==> src/rtl/reg_readback.sv <==
// Snapshot one register of a bank on request and stream it out LSB-byte first over valid/ready.
// Optional feature: define REG_READBACK_PARITY_EN to append an XOR parity byte to the stream.
module reg_readback #(
  parameter int unsigned DATA_W   = 64,
  parameter int unsigned NUM_REGS = 4,
  parameter int unsigned IDX_W    = $clog2(NUM_REGS)
) (
  input  logic                       clk,
  input  logic                       reset,
  input  logic [NUM_REGS*DATA_W-1:0] regs_flat,
  input  logic                       rd_req,
  input  logic [IDX_W-1:0]           rd_idx,
  output logic                       rd_busy,
  output logic                       rd_err,
  output logic                       out_valid,
  output logic [7:0]                 out_data,
  output logic                       out_last,
  input  logic                       out_ready
);

  localparam int unsigned NBYTES = DATA_W / 8;
`ifdef REG_READBACK_PARITY_EN
  localparam int unsigned BEATS  = NBYTES + 1;
  localparam int unsigned SH_W   = DATA_W + 8;
`else
  localparam int unsigned BEATS  = NBYTES;
  localparam int unsigned SH_W   = DATA_W;
`endif
  localparam int unsigned CNT_W  = $clog2(BEATS + 1);
  localparam logic [CNT_W-1:0] LAST_CNT = CNT_W'(BEATS - 1);

  typedef enum logic [0:0] {StIdle, StSend} state_e;

  state_e             state;
  logic [SH_W-1:0]    shadow;
  logic [SH_W-1:0]    shadow_shr;
  logic [SH_W-1:0]    cap;
  logic [CNT_W-1:0]   cnt;
  logic [DATA_W-1:0]  sel;
  logic               idx_ok;

  // Out-of-range indices match no register and leave sel at zero.
  always_comb begin
    sel    = '0;
    idx_ok = 1'b0;
    for (int k = 0; k < NUM_REGS; k++) begin
      if (rd_idx == IDX_W'(k)) begin
        sel    = regs_flat[k*DATA_W +: DATA_W];
        idx_ok = 1'b1;
      end
    end
  end

`ifdef REG_READBACK_PARITY_EN
  logic [7:0] parity;

  always_comb begin
    parity = '0;
    for (int b = 0; b < NBYTES; b++) begin
      parity = parity ^ sel[b*8 +: 8];
    end
  end

  // Parity rides in the top byte of the shadow so it shifts out after the data.
  assign cap = {parity, sel};
`else
  assign cap = sel;
`endif

  assign shadow_shr = shadow >> 8;

  always_ff @(posedge clk) begin
    if (reset) begin
      state     <= StIdle;
      shadow    <= '0;
      cnt       <= '0;
      rd_busy   <= 1'b0;
      rd_err    <= 1'b0;
      out_valid <= 1'b0;
      out_data  <= 8'h00;
      out_last  <= 1'b0;
    end else begin
      rd_err <= 1'b0;
      unique case (state)
        StIdle: begin
          if (rd_req) begin
            state     <= StSend;
            shadow    <= cap;
            cnt       <= '0;
            rd_busy   <= 1'b1;
            rd_err    <= ~idx_ok;
            out_valid <= 1'b1;
            out_data  <= cap[7:0];
            out_last  <= (LAST_CNT == '0);
          end
        end
        StSend: begin
          if (out_ready) begin
            if (out_last) begin
              state     <= StIdle;
              rd_busy   <= 1'b0;
              out_valid <= 1'b0;
              out_last  <= 1'b0;
            end else begin
              shadow   <= shadow_shr;
              cnt      <= cnt + CNT_W'(1);
              out_data <= shadow_shr[7:0];
              out_last <= ((cnt + CNT_W'(1)) == LAST_CNT);
            end
          end
        end
        default: state <= StIdle;
      endcase
    end
  end

endmodule
==> config.mk <==
export PLATFORM = sky130hd
export DESIGN_NAME = reg_readback
export DESIGN_NICKNAME = d
export VERILOG_FILES = /design/src/rtl/reg_readback.sv
export SDC_FILE = /design/constraint.sdc
export NUM_CORES = 1
export LEC_CHECK = 0
export BUFFER_PORTS_ARGS = -buffer_cell sky130_fd_sc_hd__buf_2
export CAP_MARGIN = 25
export CORE_MARGIN = 4
export CORE_UTILIZATION = 48
export DETAILED_ROUTE_END_ITERATION = 7
export GPL_ROUTABILITY_DRIVEN = 0
export GPL_TIMING_DRIVEN = 0
export PLACE_DENSITY = 0.87
export SETUP_SLACK_MARGIN = 0.15
export SLEW_MARGIN = 20
export SYNTH_ARGS = -nofsm -noshare
export SYNTH_HDL_FRONTEND = slang
export SYNTH_SLANG_ARGS = --single-unit
==> constraint.sdc <==
create_clock -name clk -period 2.8 [get_ports clk]
set_clock_uncertainty 0.2 [all_clocks]
set_input_delay 0.42 -clock clk [delete_from_list [all_inputs] [get_ports clk]]
set_output_delay 0.42 -clock clk [all_outputs]
set_load 0.03 [all_outputs]
### After elaboration in Yosys (flattened, before gate mapping)

Index checks and enable logic that the tools add are counted.

* bits in registers: 80
* input port bits: 262
* output and inout port bits: 12
* word-level logic and storage cells: 56

* $add $sub $neg: 1
* eq/ne operators: 8
* multiplexer cells: 32
* bitwise gates (word level): 3
* reductions and logical operators: 5

Operators by type and width (count)
* 64-bit two-way mux: 7
* 64-bit case mux with 2 select lines: 1
* 8-bit two-way mux: 3
* 8-bit case mux with 2 select lines: 1
* 1-bit two-way mux: 13
* 4-bit two-way mux: 3
* 2-bit inequality test, second input constant: 4
* 4-bit case mux with 2 select lines: 1
* 1-bit case mux with 2 select lines: 3
* 3-bit AND reduction: 2
* 4-bit by 1-bit adder with 4-bit output, second input constant: 1
* 2-bit equality test, second input constant: 2
* 4-bit by 3-bit equality test with 1-bit output, second input constant: 1
* 1-bit NOT: 3
* 3-bit OR reduction: 1
* 2-bit by 1-bit equality test with 1-bit output, second input constant: 1
* 2-bit zero test: 1
* 2-bit AND reduction: 1

### Longest topological paths before layout

* depth in word-level cells: 7
* mapped depth: 7

### Least setup slack after synthesis

OpenSTA, ideal clock, no wires.

* path type: input to register
* start: input rd_idx[0]
* end: register shadow[61]
* library setup time: 132 ps
* data arrival time: 1397 ps
* required time: 2468 ps
* setup slack: 1071 ps
* stages: 5
* buffers on the path: 2
* cells stage by stage: buf_4 -> buf_2 -> mux4_2 -> nand2_1 -> a21oi_1

* longest elaborated chain between the ends: 7
* elaborated cells between the ends (all ways): 10
* classes of those cells: eq/ne: 3; mux: 6; reduce/logical: 1

RTL lines
* start, declared: line 12 `input logic [IDX_W-1:0] rd_idx,`
* 2-bit zero test: line 47 `if (rd_idx == IDX_W'(k)) begin`
* 64-bit two-way mux (3 in a row): line 47
* 64-bit two-way mux *: line 47
* 64-bit two-way mux *: line 86 `if (rd_req) begin`
* 64-bit case mux with 2 select lines *: line 84 `unique case (state)`
* end signal, assigned: line 88 `shadow <= cap;`
* end signal, assigned: line 105 `shadow <= shadow_shr;`
* end, declared: line 35 `logic [SH_W-1:0] shadow;`

Every way passes the cells marked *; elsewhere a longest branch is shown, timed or not. The select of a mux whose other input is x is not followed.
A chain may end at the register's enable or synchronous reset.

### Worst setup path after layout

* start: register state
* end: register shadow[11]

* longest elaborated chain between the ends: 3
* elaborated cells between the ends (all ways): 6
* classes of those cells: eq/ne: 3; mux: 1; bitwise: 1; reduce/logical: 1

RTL lines
* start, declared: line 34 `state_e state;`
* start signal, assigned: line 74 `state <= StIdle;`
* start signal, assigned: line 87 `state <= StSend;`
* start signal, assigned: line 100 `state <= StIdle;`
* 1-bit NOT
* 2-bit inequality test (no source line)
* 3-bit AND reduction (no source line)

Parallel ways exist; a longest one is shown, timed or not.

==> impl_metrics.tcl <==
set metrics [dict create \
    synth-edff-count 0 \
    p_leak_uw 0.00290 \
    grt_pass1_vias 5099 \
    dp.cells 892 \
    clk_pin_slew_ns 0.07 \
    postCtsHoldBufs 0 \
    crit_type "reg2reg" \
    die_w_um 108 \
    critPathRequiredTime_ns 2.83 \
    synth_seq_cells 72 \
    holdPathEnd "state" \
    synthCells 488 \
    cts_resized 0 \
    start_util_pct 48.8 \
    status "complete, no violations" \
    layout.nets 1034 \
    die-area_um2 11600 \
    clock_latency_ns 0.35 \
    dpl.hpwl_um 12800 \
    fmax_mhz 542 \
    cp.arrival_ns 1.88 \
    grt_remaining_overflow 0 \
    cts.path.max_buffers 2 \
    dieHeight_um 108 \
    cp_slowest_cell "clkbuf_1" \
    io_pins 274 \
    power_frac_clock_pct 30.9 \
    r2r-start "state" \
    p_per_area_nw_per_um2 420 \
    met3_length_um 1090 \
    yosysSeqAreaShare_pct 30.3 \
    hp-start "rd_req" \
    cts_made_buffers 9 \
    met2_length_um 8040 \
    hold_violations 0 \
    wirelength_um 15600 \
    firstDrtPassIters 5 \
    ys_types 39 \
    seq_area_um2 1440 \
    area_growth_pct 36.5 \
    rows 36 \
    pwr-share-seq_pct 41.9 \
    combPwrFrac_pct 27.1 \
    syn_area_per_cell_um2 9.74 \
    yosysWarnings 0 \
    grt_antenna_before_repair 4 \
    hold-path-cell-count 3 \
    grt_max_degree 14 \
    ff2ff_path_depth 5 \
    slowest_delay_ns 0.44 \
    multiInputGateArea_um2 2910 \
    portBuffers 271 \
    intPower_uw 1930 \
    drive_gt1_share_pct 49.7 \
    critPathMaxFanout 10 \
    clock-sinks 72 \
    switchingPower_uw 794 \
    htreeDepth 3 \
    setup_viol 0 \
    nFillCells 815 \
    cts_root_buffer "clkbuf_8" \
    ff2ff_setup_slack_ns 0.95 \
    holdWs_ns 0.168 \
    cts_setup_buffers 0 \
    tns_ns 0 \
    period_minus_slack_ns 1.85 \
    top_layer_used "met5" \
    rsz0062_at_grt "false" \
    track_usage_pct 25.2 \
    synth-async-reset-ratio_pct 0 \
    syn-num-nets 752 \
    core_area_um2 9730 \
    remaining_drc_errors 0 \
    ir_drop_uv 255 \
    ys.flop_type "dfxtp_1" \
    startpoint "state" \
    final_antenna_net_count 0 \
    wl_per_cell_um 17.1 \
    grt_first_pass_wirelength_um 23200 \
    p_sw_share_pct 29.1 \
    fin_crit_sh_pct 65.9 \
    startpoint_type "register" \
    min_path_type "in2reg" \
    max_cap_viol_count 0 \
    synth.cell_area_um2 4750 \
    drt_iter0_drc 293 \
    worstPathCellList "buf_6 > nor2_1 > clkbuf_1 > a221o_1 > o2bb2ai_1" \
    endpoint_kind "register" \
    regToRegEndpoint "shadow[11]" \
    final_cells 911 \
    dr_total_vias 5126 \
    vias_per_cell 5.63 \
    finalMaxSlewViolations 0 \
    cts_tree "done" \
    wl_met1_um 5930 \
]
-- worst max-delay path, delay by kind of cell, from the launching register on --
kind                   cells  cell delay, ns
AO/OA/AOI/OAI              2            0.33
buffers and inverters      2            0.57
flip-flops                 1            0.31
AND/OR/NAND/NOR            1            0.32
-- power groups by stage --
stage          Combinational (µW)  Sequential (µW)  Clock (µW)
2_1_floorplan                 454             1160           0
3_3_place_gp                  717             1160           0
3_5_place_dp                  739             1170           0
4_1_cts                       742             1140         853
5_1_grt                       804             1150         896
6_report                      740             1140         843
-- layout by cell type (no fill, tap or decap), types with 5 or more instances in the layout --
master / netlist / routed
nor3_1: 5 / 5
dfxtp_1: 72 / 72
o2bb2ai_1: 19 / 19
mux2i_1: 38 / 38
a21oi_1: 31 / 31
mux4_2: 40 / 40
o21ai_0: 5 / 5
mux2_2: 10 / 10
clkbuf_8: 0 / 10
a22oi_1: 5 / 5
nand2_1: 74 / 74
a211oi_1: 5 / 5
a221o_1: 19 / 19
buf_2: 21 / 292
nand3_1: 45 / 45
buf_4: 18 / 18
clkbuf_1: 19 / 19
a31oi_1: 32 / 32
-- stage by stage --
stage / cell area [µm²] / power (µW) / utilization, % / worst slack (ns)
after floorplan: 4750 / 1610 / - / 1.07
after global placement: 6270 / 1880 / 64.5 / 0.676
after detailed placement: 6270 / 1910 / 64.5 / 0.641
after CTS: 6480 / 2740 / 66.6 / 0.963
after global routing: 6490 / 2850 / 66.7 / 0.849
final: 6490 / 2730 / 66.7 / 0.954
-- per-layer routing --
metal	track usage, %	vias up
met5	0	-
met4	10.7	2
met3	4.98	40
met2	45.6	251
met1	28.8	2403
li1	-	2430
-- layout make-up --
cell class	count	share of cell area [%]
tap	133	2.57
inverter	2	0.116
multi-input combinational	350	44.9
sequential	72	22.2
clock inverter	6	1.04
clock buffer	10	2.12
timing repair buffer	271	20.9
antenna	3	0.116
buffer	64	6.02
-- kinds of logic (layout without fill, tap and decap cells) --
group	count (synthesis)	count (layout)	synth area share, %
and+or+nand+nor	138	138	13.3
muxes	88	88	29.3
buffers and inverters	66	353	8.37
DFF	72	72	30.3
xor gates and xnor gates	2	2	0.369
other	1	4	0.0789
adders and majority gates	2	2	0.527
AOI/OAI and AO/OA	119	119	17.7
-- cells in the mapped netlist (3+ instances only) --
master | number | share of area, %
a211oi_1 | 5 | 0.79
a21oi_1 | 31 | 3.3
a221o_1 | 19 | 4.0
a22oi_1 | 5 | 0.79
a31oi_1 | 32 | 4.2
buf_2 | 21 | 2.2
buf_4 | 18 | 2.8
buf_6 | 3 | 0.71
clkbuf_1 | 19 | 1.5
dfxtp_1 | 72 | 30
mux2_2 | 10 | 2.4
mux2i_1 | 38 | 8.0
mux4_2 | 40 | 19
nand2_1 | 74 | 5.8
nand3_1 | 45 | 4.7
nor2_1 | 3 | 0.24
nor3_1 | 5 | 0.53
o21ai_0 | 5 | 0.53
o2bb2ai_1 | 19 | 3.5
-- state kept, by name, summed over array words and instances, names as in the netlist --
name / cells
rd_err: 1
out_valid: 1
cnt: 4
out_last: 1
state: 1
out_data: 7
shadow: 57
-- worst max-delay path by stage --
stage	end	slack, ns	depth (start not counted)
global route	shadow[10]	0.85	5
finish	shadow[11]	0.95	5
CTS	shadow[11]	0.96	5
global placement	shadow[16]	0.68	5
detailed placement	shadow[11]	0.64	5
floorplan	shadow[61]	1.07	5
Power figures use the tool's default switching activity.
